## config.mk

```make
export PLATFORM = sky130hd
export DESIGN_NAME = lsa_line_detect
export DESIGN_NICKNAME = d
export VERILOG_FILES = /design/src/rtl/lsa_pkg.sv /design/src/rtl/lsa_hyst_cmp.sv /design/src/rtl/lsa_line_detect.sv
export SDC_FILE = /design/constraint.sdc
export NUM_CORES = 1
export LEC_CHECK = 0
export CAP_MARGIN = 20
export CORE_ASPECT_RATIO = 1.4
export CORE_MARGIN = 2
export CORE_UTILIZATION = 45
export CTS_CLUSTER_SIZE = 14
export DETAILED_ROUTE_END_ITERATION = 12
export PLACE_DENSITY = 0.77
export SLEW_MARGIN = 10
export SYNTH_ARGS = -nofsm -noshare
export SYNTH_HDL_FRONTEND = slang
export SYNTH_SLANG_ARGS = --single-unit
export TNS_END_PERCENT = 50
```

## constraint.sdc

```tcl
create_clock -name clk -period 4.25 [get_ports clk]
set_input_delay 0.6375 -clock clk [delete_from_list [all_inputs] [get_ports clk]]
set_output_delay 0.6375 -clock clk [all_outputs]
set_load 0.1 [all_outputs]
```

## src/rtl/lsa_pkg.sv

```systemverilog
// Shared constants, FSM state type and position helper for the line-sensor array detector.
package lsa_pkg;

    localparam int unsigned AdcWidth = 12;
    localparam int unsigned AdcMax   = (2 ** AdcWidth) - 1;
    localparam int unsigned NumCh    = 4;

    localparam int WeightCh0 = -3;
    localparam int WeightCh1 = -1;
    localparam int WeightCh2 = 1;
    localparam int WeightCh3 = 3;

    // Each state names the channel index expected next.
    typedef enum logic [1:0] {
        StExp0 = 2'd0,
        StExp1 = 2'd1,
        StExp2 = 2'd2,
        StExp3 = 2'd3
    } lsa_state_e;

    function automatic logic [3:0] line_position(input logic [NumCh-1:0] bits);
        int sum;
        sum = 0;
        if (bits[0]) sum += WeightCh0;
        if (bits[1]) sum += WeightCh1;
        if (bits[2]) sum += WeightCh2;
        if (bits[3]) sum += WeightCh3;
        return 4'(sum);
    endfunction

endpackage

```

## src/rtl/lsa_hyst_cmp.sv

```systemverilog
// One-channel hysteresis comparator: holds a line-present bit updated only when enabled.
module lsa_hyst_cmp
    import lsa_pkg::*;
#(
    parameter logic [AdcWidth-1:0] THRESH = 12'd2048,
    parameter logic [AdcWidth-1:0] HYST   = 12'd128
) (
    input  logic                clk,
    input  logic                rst,
    input  logic                en,
    input  logic [AdcWidth-1:0] data,
    output logic                hit_next,
    output logic                hit
);

    localparam int unsigned HiSum = int'(THRESH) + int'(HYST);
    // Band edges clamp to the ADC code range instead of wrapping.
    localparam logic [AdcWidth-1:0] HiEdge = (HiSum > AdcMax) ? '1 : AdcWidth'(HiSum);
    localparam logic [AdcWidth-1:0] LoEdge = (HYST > THRESH) ? '0 : THRESH - HYST;

    always_comb begin
        hit_next = hit;
        if (en) begin
            if (data >= HiEdge) begin
                hit_next = 1'b1;
            end else if (data < LoEdge) begin
                hit_next = 1'b0;
            end
        end
    end

    always_ff @(posedge clk) begin
        if (rst) begin
            hit <= 1'b0;
        end else begin
            hit <= hit_next;
        end
    end

endmodule

```

## src/rtl/lsa_line_detect.sv

```systemverilog
// Frames 4-channel line-sensor samples into line bits, weighted position and line-lost status.
// Define LSA_LOST_HOLD_EN to enable the lost counter and held-position behaviour.
module lsa_line_detect
    import lsa_pkg::*;
#(
    parameter logic [AdcWidth-1:0] THRESH     = 12'd2048,
    parameter logic [AdcWidth-1:0] HYST       = 12'd128,
    parameter int unsigned         LOST_LIMIT = 8
) (
    input  logic                clk,
    input  logic                rst,
    input  logic                sample_valid,
    input  logic [1:0]          sample_ch,
    input  logic [AdcWidth-1:0] sample_data,
    output logic                frame_valid,
    output logic [NumCh-1:0]    line_bits,
    output logic [3:0]          position,
    output logic                line_lost,
    output logic                seq_err
);

    lsa_state_e       state_q, state_d;
    logic [1:0]       exp_ch;
    logic             accept, order_err, frame_done;
    logic [NumCh-1:0] hit_en, hit_next, hit;
    logic [3:0]       pos_cur, position_d;

    assign exp_ch = state_q;

    always_comb begin
        state_d    = state_q;
        accept     = 1'b0;
        order_err  = 1'b0;
        frame_done = 1'b0;
        if (sample_valid) begin
            if (sample_ch == exp_ch) begin
                accept     = 1'b1;
                frame_done = (state_q == StExp3);
                state_d    = lsa_state_e'(exp_ch + 2'd1);
            end else begin
                // An out-of-order channel 0 restarts the frame rather than being dropped.
                order_err = 1'b1;
                if (sample_ch == 2'd0) begin
                    accept  = 1'b1;
                    state_d = StExp1;
                end else begin
                    state_d = StExp0;
                end
            end
        end
    end

    assign hit_en = accept ? (NumCh'(1) << sample_ch) : '0;

    for (genvar k = 0; k < NumCh; k++) begin : g_ch
        lsa_hyst_cmp #(
            .THRESH (THRESH),
            .HYST   (HYST)
        ) u_hyst (
            .clk      (clk),
            .rst      (rst),
            .en       (hit_en[k]),
            .data     (sample_data),
            .hit_next (hit_next[k]),
            .hit      (hit[k])
        );
    end

    assign pos_cur = line_position(hit_next);

`ifdef LSA_LOST_HOLD_EN
    localparam logic [7:0] LostMax = 8'(LOST_LIMIT);

    logic [7:0] lost_cnt_q, lost_cnt_d;
    logic [3:0] held_pos_q, held_pos_d;
    logic       line_lost_q, lost_d;

    always_comb begin
        lost_cnt_d = lost_cnt_q;
        held_pos_d = held_pos_q;
        if (|hit_next) begin
            lost_cnt_d = '0;
            held_pos_d = pos_cur;
        end else if (lost_cnt_q < LostMax) begin
            lost_cnt_d = lost_cnt_q + 8'd1;
        end
        lost_d     = (lost_cnt_d >= LostMax);
        position_d = lost_d ? held_pos_d : pos_cur;
    end

    always_ff @(posedge clk) begin
        if (rst) begin
            lost_cnt_q  <= '0;
            held_pos_q  <= '0;
            line_lost_q <= 1'b0;
        end else if (frame_done) begin
            lost_cnt_q  <= lost_cnt_d;
            held_pos_q  <= held_pos_d;
            line_lost_q <= lost_d;
        end
    end

    assign line_lost = line_lost_q;
`else
    assign position_d = pos_cur;
    assign line_lost  = 1'b0;
`endif

    always_ff @(posedge clk) begin
        if (rst) begin
            state_q     <= StExp0;
            frame_valid <= 1'b0;
            seq_err     <= 1'b0;
            line_bits   <= '0;
            position    <= '0;
        end else begin
            state_q     <= state_d;
            frame_valid <= frame_done;
            seq_err     <= order_err;
            if (frame_done) begin
                line_bits <= hit_next;
                position  <= position_d;
            end
        end
    end

endmodule

```

### Word-level counts from Yosys, hierarchy flattened

Index checks and enable logic that the tools add are counted.

| cells by class | value |
|---|---|
| $add $sub $neg | 4 |
| multiply operators | 0 |
| divide/modulo/power cells | 0 |
| magnitude comparators | 2 |
| eq/ne operators | 2 |
| shift operators | 1 |
| mux-type cells | 25 |
| bitwise operators | 1 |
| reduce and logical (&&, ||, !) cells | 2 |

Operators by type and width:

| cell | count |
|---|---|
| $mux 4 | 5 |
| $mux 1 | 19 |
| $ge 12x12->1 const B | 1 |
| $lt 12x11->1 const B | 1 |
| $add 4x1->4 const B | 1 |
| $add 4x2->4 const B | 1 |
| $add 4x3->4 const B | 1 |
| $shl 1x2->4 const A | 1 |
| $add 2x1->2 const B | 1 |
| $eq 2x2->1 | 1 |
| $eq 2x2->1 const B | 1 |
| $logic_not 2->1 | 1 |
| $mux 2 | 1 |
| $reduce_or 2->1 | 1 |
| $not 1->1 | 1 |

| storage, ports and cells | value |
|---|---|
| bits in registers | 16 |
| bits in latches | 0 |
| memory bits (writable) | 0 |
| memory bits (read-only) | 0 |
| input port bits | 17 |
| output and inout port bits | 11 |
| word-level logic and storage cells | 46 |
| memories | 0 |

### Logic depth before layout (Yosys ltp)

Gate-level depths: netlist of the first run.

| depth | value |
|---|---|
| word-level depth | 13 |
| mapped depth | 12 |
| gate-level depth less buffers | 12 |

### Cells and area by module

A second synthesis of the first run with hierarchy kept.

| second synthesis, totals | value |
|---|---|
| cells, all modules | 112 |
| area total of the unflattened synthesis | 1,022.2 um^2 |

Modules (own cells, without submodules):

| module | times used | cells an instance | area an instance (um^2) | sequential area each (um^2) |
|---|---|---|---|---|
| lsa_line_detect | 1 | 80 | 757.0 | 240.2 |
| lsa_hyst_cmp | 4 | 8 | 66.3 | 20.0 |

### Worst setup path after synthesis of the first run

No wires, ideal clock.

| path | value |
|---|---|
| path type | input -> register |
| from | input port sample_ch[0] |
| to | register position[3] |
| library setup time | 0.139 ns |
| arrival time | 3.659 ns |
| required time | 4.111 ns |
| path slack | 0.452 ns |
| stages | 12 |
| buffers on the path | 0 |
| cells stage by stage | or2_1 > a21oi_1 > nand2_1 > or4_1 > a21oi_1 > inv_1 > fa_1 > nor2_1 > or4_1 > a311oi_2 > mux2i_1 > a311oi_1 |

| between the ends | value |
|---|---|
| elaborated cells on any way between the ends | 20 |
| classes of those cells | 3 x add/sub; 1 x eq/ne; 1 x shift; 14 x mux; 1 x reduce/logical |

RTL lines:

| what | line | RTL |
|---|---|---|
| start, declared | lsa_line_detect.sv:13 | `input logic [1:0] sample_ch,` |
| $logic_not 2->1 | lsa_line_detect.sv:43 | `if (sample_ch == 2'd0) begin` |
| $mux 1 | lsa_line_detect.sv:43 |  |
| $mux 1 | lsa_line_detect.sv:36 | `if (sample_ch == exp_ch) begin` |
| $mux 1 | lsa_line_detect.sv:35 | `if (sample_valid) begin` |
| $mux 4 (*) | lsa_line_detect.sv:53 | `assign hit_en = accept ? (NumCh'(1) << sample_ch) : '0;` |
| $mux 1 (*) | lsa_hyst_cmp.sv:23 | `if (en) begin` |
| net g_ch[1].u_hyst.hit_next | lsa_hyst_cmp.sv:12 | `output logic hit_next,` |
| $mux 4 (*) | lsa_pkg.sv:25 | `if (bits[1]) sum += WeightCh1;` |
| $add 4x2->4 | lsa_pkg.sv:26 | `if (bits[2]) sum += WeightCh2;` |
| $mux 4 (*) | lsa_pkg.sv:26 |  |
| $add 4x3->4 | lsa_pkg.sv:27 | `if (bits[3]) sum += WeightCh3;` |
| $mux 4 (*) | lsa_pkg.sv:27 |  |
| end signal, assigned | lsa_line_detect.sv:122 | `position <= position_d;` |
| end, declared | lsa_line_detect.sv:17 | `output logic [3:0] position,` |

The timed path passes the listed nets; every way through them passes the cells marked *.
A chain may end at the register's enable or synchronous reset.

### Final worst setup path of the first run

Same ends and word-level chain as after synthesis.

==> flow_summary_export.csv, run 1 <==
group,metric,value,unit
sta,max_freq,255,MHz
global_routing,grt_pass1_wl,3.33,mm
cts,cts_made_buffers,3,
power_and_ir_drop,p_leak,0.000459,µW
sta,slew_viol_final,0,
critical_path,worstPathRequired,4.41,ns
synthesis,synth.top_cell.area_share,34.6,%
critical_path,worst-setup-path-type,"primary input to flop",
die,core-area,1950,µm²
critical_path,r2r-start,"exp_ch[0]",
synthesis,syn_area_per_cell,8.72,µm²
cts,cts-resized-gates,0,
cts,clockBufferDepth,2,
critical_path,crit_path_cell_trace,"clkdlybuf4s50_1, or2_1, a21oi_1, nand2_1, or4_1, a21oi_1, inv_1, fa_1, nor2_1, or4_1, a311oi_2, mux2i_1, a311oi_1",
critical_path,critPathMaxStageDelay,0.54,ns
worst_hold_path,worstHoldPathType,"flop to flop",
global_routing,grt_usage,17.6,%
layout,final_cells,150,
synthesis,synth_nets,130,
global_routing,grt_pass1_vias,796,
synthesis,synthCells,106,
cts,post_cts_buffers,0,
cts,htreeDepth,1,
critical_path,cp-end-kind,"flop",
sta,min_period_over_period,92.2,%
critical_path,reg2regPathDepth,12,
sta,fin_crit,3.92,ns
flow_run,drv_cap,0,
critical_path,cp_max_fo,5,
die,dieWidth,42.3,µm
synthesis,ys_seq_area_share,34.6,%
power_and_ir_drop,power.total,305,µW
worst_hold_path,whs_path_depth,2,
die,die_h,57.6,µm
place,io_buffer_count,19,
critical_path,startpoint_type,"primary input",
critical_path,r2r_slack,0.81,ns
global_routing,grt_max_degree,17,
routing,vias_per_cell,5.35,
synthesis,synth_edf_count,0,
place,dp_hpwl,1.51,mm
sta,hold_viol_final,0,
sta,tightest_slew,0.966,ns
die,die_area,2440,µm²
power_and_ir_drop,peakVddDrop,0.215,mV
die,ioPinCount,28,
layout,drive_above_1_share,12.4,%
place,gp_congestion,0.761,
synthesis,yosysMostFrequentCell,"nor2_1",
routing,drt-initial-drc-count,7,
synthesis,syn-cell-area,925,µm²
cts,postCtsHoldBufs,0,
routing,drt-wirelength-per-cell,13.1,µm
routing,drt_wl_total,1.96,mm
die,start_util,47.4,%
routing,routed-via-count,803,
die,row_count,19,
place,dpl.cell_count,146,
sta,setup_tns,0,ns
sta,slew_headroom,35.4,%
sta,final-setup-viol-count,0,
global_routing,gr-total-overflow,0,
cts,cts.clk_slew.worst_paths,0.10,ns
synthesis,ys_ff_latch,16,
routing,antenna_left,0,
cts,cts_tree,"built",
routing,drc,0,
synthesis,ys_top_cells_by_count,"17 x nor2_1, 16 x dfxtp_1, 6 x a21oi_1, 6 x ha_1, 6 x nand2_1",
synthesis,synth-async-reset-ratio,0,%
run_status,status,"completed",
critical_path,cp.arrival,4.08,ns
layout,nNetsFinal,154,
global_routing,antenna_found_initial,0,
layout,area_growth,28.8,%
layout,antennaDiodeCount,0,
critical_path,r2r_end,"position[3]",
critical_path,critical-path-slowest-cell,"fa_1",
sta,rsz0062_at_grt,"false",
synthesis,yosysUniqueCellTypes,41,
sta,skew,0.00733,ns
routing,dr.pass1.iters,4,
synthesis,yosysTopAreaCell,"dfxtp_1",
power_and_ir_drop,p_per_area,256,nW/µm²
synthesis,synth_area_leaders,"dfxtp_1 35%, ha_1 8.1%, nor2_1 6.9%",
cts,clock_sink_count,16,
synthesis,ys.flop_type,"dfxtp_1",
cts,clk_latency,0.29,ns
worst_hold_path,min_from,"position[0]",
synthesis,yosys_warnings,0,
worst_hold_path,min_to,"position[0]",
cts,root_buffer,"clkbuf_4",
-- kinds of logic (layout without fill, tap and decap cells) --
group,Yosys count,after routing,share of synthesized area [%]
AND/OR/NAND/NOR,40,40,21.2
AO/OA/AOI/OAI,24,24,20.7
flip-flops,16,16,34.6
buffers and inverters,10,33,4.60
adder cells (fa/ha/maj),7,7,10.3
XOR/XNOR,4,4,3.79
multiplexers,4,4,4.33
other,1,1,0.406
-- worst max-delay path by stage --
stage,startpoint,end,slack (ns),cells after the start
final,sample_ch[0],position[3],0.33,13
after global routing,sample_ch[0],position[3],0.18,13
after CTS,sample_ch[0],position[3],0.35,13
after detailed placement,sample_ch[0],position[3],0.08,13
after global placement,sample_ch[0],position[3],0.18,13
after floorplan,sample_ch[0],position[3],0.45,12
-- critical path, delay by kind of cell --
| kind | cells | cell delay [ns] |
|---|---|---|
| AO/OA/AOI/OAI | 4 | 0.80 |
| adder cells (fa/ha/maj) | 1 | 0.54 |
| multiplexers | 1 | 0.21 |
| buffers and inverters | 2 | 0.58 |
| AND/OR/NAND/NOR | 5 | 1.30 |
-- cell type report --
cell class / count / area (µm²)
flip-flops and latches: 16 / 320
multi-input cells: 80 / 562
well taps: 21 / 26.3
inverters: 5 / 18.8
repair buffers: 24 / 228
fillers: 175 / 758
clock buffers: 4 / 36.3
-- stage by stage --
step	cell area [µm²]	utilization, %	setup slack (ns)	hold WS, ns
2_1_floorplan	925	-	0.452	0.513
3_3_place_gp	1150	59.2	0.184	0.444
3_5_place_dp	1150	59.2	0.0751	0.453
4_1_cts	1190	61.1	0.353	0.467
5_1_grt	1190	61.1	0.182	0.489
6_report	1190	61.1	0.333	0.462
-- sequential cells by signal (all words and copies together) (netlist names) --
name and count:
position 4, line_bits 4, exp_ch 2, seq_err 1
frame_valid 1, g_ch.u_hyst.hit 4
-- power by group --
| part | internal, µW | switching (µW) | leakage [µW] |
|---|---|---|---|
| clock network | 52.1 | 50.4 | 0.0000210 |
| registers | 151 | 0.876 | 0.000129 |
| logic | 21.1 | 28.9 | 0.000309 |
| total | 224 | 80.1 | 0.000459 |
-- cell usage in the layout, fill, tap and decap left out, types with 2 or more instances in the layout --
cell type        netlist  layout
nor2_1                17      17
ha_1                   6       6
o21ai_0                3       3
buf_4                  1       5
dfxtp_1               16      16
nand2_1                6       6
a211oi_1               4       4
a21oi_1                6       6
clkbuf_4               0       3
or3_1                  2       2
inv_1                  5       5
or4_1                  2       2
mux2i_1                4       4
xnor2_1                2       2
xor2_1                 2       2
clkdlybuf4s50_1        0      19
nand3_1                2       2
-- layer usage --
layer	part of all wire (%)	up-vias	wire (µm)	track usage (%)
met3	2.6	2	51	3.43
li1	-	415	-	-
met2	57	10	1120	34.7
met5	0	-	0	0
met1	39	376	767	17.9
met4	1.0	0	20	6.25
No activity file was read; power rests on OpenSTA's default activity.
==> run 2, diff against run 1 <==
SLEW_MARGIN = not set   (was 10)
==> results of run 2 <==
Final layout, timing and power as in run 1 (identical DEF).
==> patch (settings of run 1) <==
The option `LSA_LOST_HOLD_EN` is turned on by a define.
--- a/src/rtl/lsa_line_detect.sv
+++ b/src/rtl/lsa_line_detect.sv
@@ -1,5 +1,7 @@
 // Frames 4-channel line-sensor samples into line bits, weighted position and line-lost status.
 // Define LSA_LOST_HOLD_EN to enable the lost counter and held-position behaviour.
+`define LSA_LOST_HOLD_EN
+
 module lsa_line_detect
     import lsa_pkg::*;
 #(
Formal check against the unedited RTL: same outputs for any inputs over 10 cycles, from zero or initial values and one cycle with rst high; that may be too few to reach the edited logic, so the function may still have changed.
==> patch against run 1 <==
  * Routed wire length rose by 69%
  * Sequential cell count rose by 13
  * First-iteration DRC count rose to 5.4 times the old value
  * Sequential share of layout area rose by 4.1 points
  * Synthesized area rose by 66%
  * Setup slack improved by 320 ps
  * Total power rose by 81%
  * Design area rose by 57%
==> patch: results <==
group,metric,value,unit
logic_synthesis,muxShareOfSynthArea,1.305,%
sta,relSlewSlack,35.54,%
worst_setup_path,r2r_start,"exp_ch[1]",
status,outcome,"completed",
pwr,leakagePower,0.7092,nW
logic_synthesis,synthAdderAreaFrac,6.199,%
detailed_routing,vias_per_cell,5.524,
grt,grt_use_met1,24.07,%
logic_synthesis,synth-xor-area-share,3.997,%
cells_and_area,drive_gt1_share,9.135,%
grt,met2_usage,32.65,%
grt,grt_use_total,19.99,%
grt,antenna_found_initial,0,
logic_synthesis,synth_common_cells,"dfxtp_1, nor2_1, nand2_1",
clock_tree,clkTransAtPathRegs,60,ps
logic_synthesis,synth_compound_area_share,20.72,%
grt,grt_max_degree,19,
logic_synthesis,yosysSeqAreaShare,37.85,%
logic_synthesis,syn-num-nets,207,
worst_hold_path,holdCritPathClass,"flop to flop",
grt,grt_pass1_vias,1297,
sta,fmax,277.7,MHz
worst_setup_path,arrival,3760,ps
pwr,vdd_ir_drop_max,0.2641,mV
placement,place_congestion,0.8094,
cells_and_area,top_register,"lost_cnt_q",
detailed_routing,vias,1370,
cells_and_area,largest_reg_flops,8,
clock_tree,cts.repair.resized,0,
worst_setup_path,r2r_cells,11,
placement,place_ws,407.7,ps
sta,clock_skew,6.541,ps
clock_tree,cts_buffers,5,
detailed_routing,first_iter_violations,38,
placement,portBuffers,20,
clock_tree,clk-insertion-delay-late,280,ps
worst_setup_path,critPathCapture,"position[2]",
worst_setup_path,max_stage_delay,660,ps
logic_synthesis,async_reset_ff_share,0,%
worst_setup_path,rrSetupSlack,1200,ps
logic_synthesis,yosys-top-cells-area,"dfxtp_1, nor2_1, ha_1, nand2_1, a21oi_1",
logic_synthesis,synth_cell_types,49,
logic_synthesis,synth.avg_cell_area,8.382,um2
clock_tree,cts-root-buf,"clkbuf_8",
worst_setup_path,cp_max_fo,7,
grt,gr-usage-met3,5.533,%
cells_and_area,num_antenna_cells,0,
clock_tree,htreeDepth,2,
cells_and_area,layout.nets,232,
detailed_routing,drt_wl_total,3.311,mm
placement,dp.cells,241,
logic_synthesis,synth_warnings,0,
worst_setup_path,critPathLaunch,"sample_ch[1]",
placement,hpwlAfterDp,2.392,mm
grt,grt_pass1_wl,5.733,mm
patch: cells by family (layout without fill, tap and decap cells):
family	count (synthesis)	count (layout)
and+or+nand+nor	76	76
AOI/OAI and AO/OA	45	45
DFF	29	29
buffers and inverters	17	42
adders and majority gates	7	7
xor gates and xnor gates	7	7
muxes	2	2
patch: how the worst min path moves through the flow:
stage / startpoint / endpoint / slack [ps] / cells after the start
after floorplan: lost_cnt_q[4] / lost_cnt_q[4] / 420 / 1
after global placement: lost_cnt_q[4] / lost_cnt_q[4] / 430 / 1
after detailed placement: lost_cnt_q[4] / lost_cnt_q[4] / 440 / 1
after CTS: line_lost / line_lost / 460 / 2
after global routing: lost_cnt_q[6] / lost_cnt_q[6] / 480 / 1
final: line_lost / line_lost / 460 / 2
patch: metrics by stage:
stage	utilization [%]	cell area [um2]	hold slack (ps)
5_1_grt	56.42	1871	480.1
3_5_place_dp	53.81	1784	436.6
3_3_place_gp	53.81	1784	434.4
6_report	56.42	1871	456.9
2_1_floorplan	-	1534	420.5
4_1_cts	56.42	1871	462.3
patch: routing by layer:
layer / up-vias / share of wire (%) / wire (um)
met5: - / 0 / 0
met4: 0 / 1.8 / 61
met3: 7 / 4.7 / 155
met2: 33 / 50 / 1643
met1: 627 / 44 / 1450
li1: 703 / - / -
patch: critical path, delay by kind of cell:
kind | cells | cell delay [ps]
xor+xnor | 1 | 50
fa+ha+maj | 2 | 860
simple gates | 3 | 1010
buf+inv | 3 | 760
compound gates | 3 | 440
patch: layout make-up:
cell class	count	area, um2
well taps	40	50.05
multi-input cells	137	878.3
fillers	321	1445
flip-flops and latches	29	580.6
repair buffers	25	237.7
clock buffers	7	86.33
inverters	10	37.54
patch: report_power, final:
| group | switching, W | internal, W |
|---|---|---|
| clock | 0.0000946 | 0.000128 |
| sequential | 0.00000108 | 0.000273 |
| combinational | 0.0000308 | 0.0000227 |
| total | 0.000126 | 0.000424 |
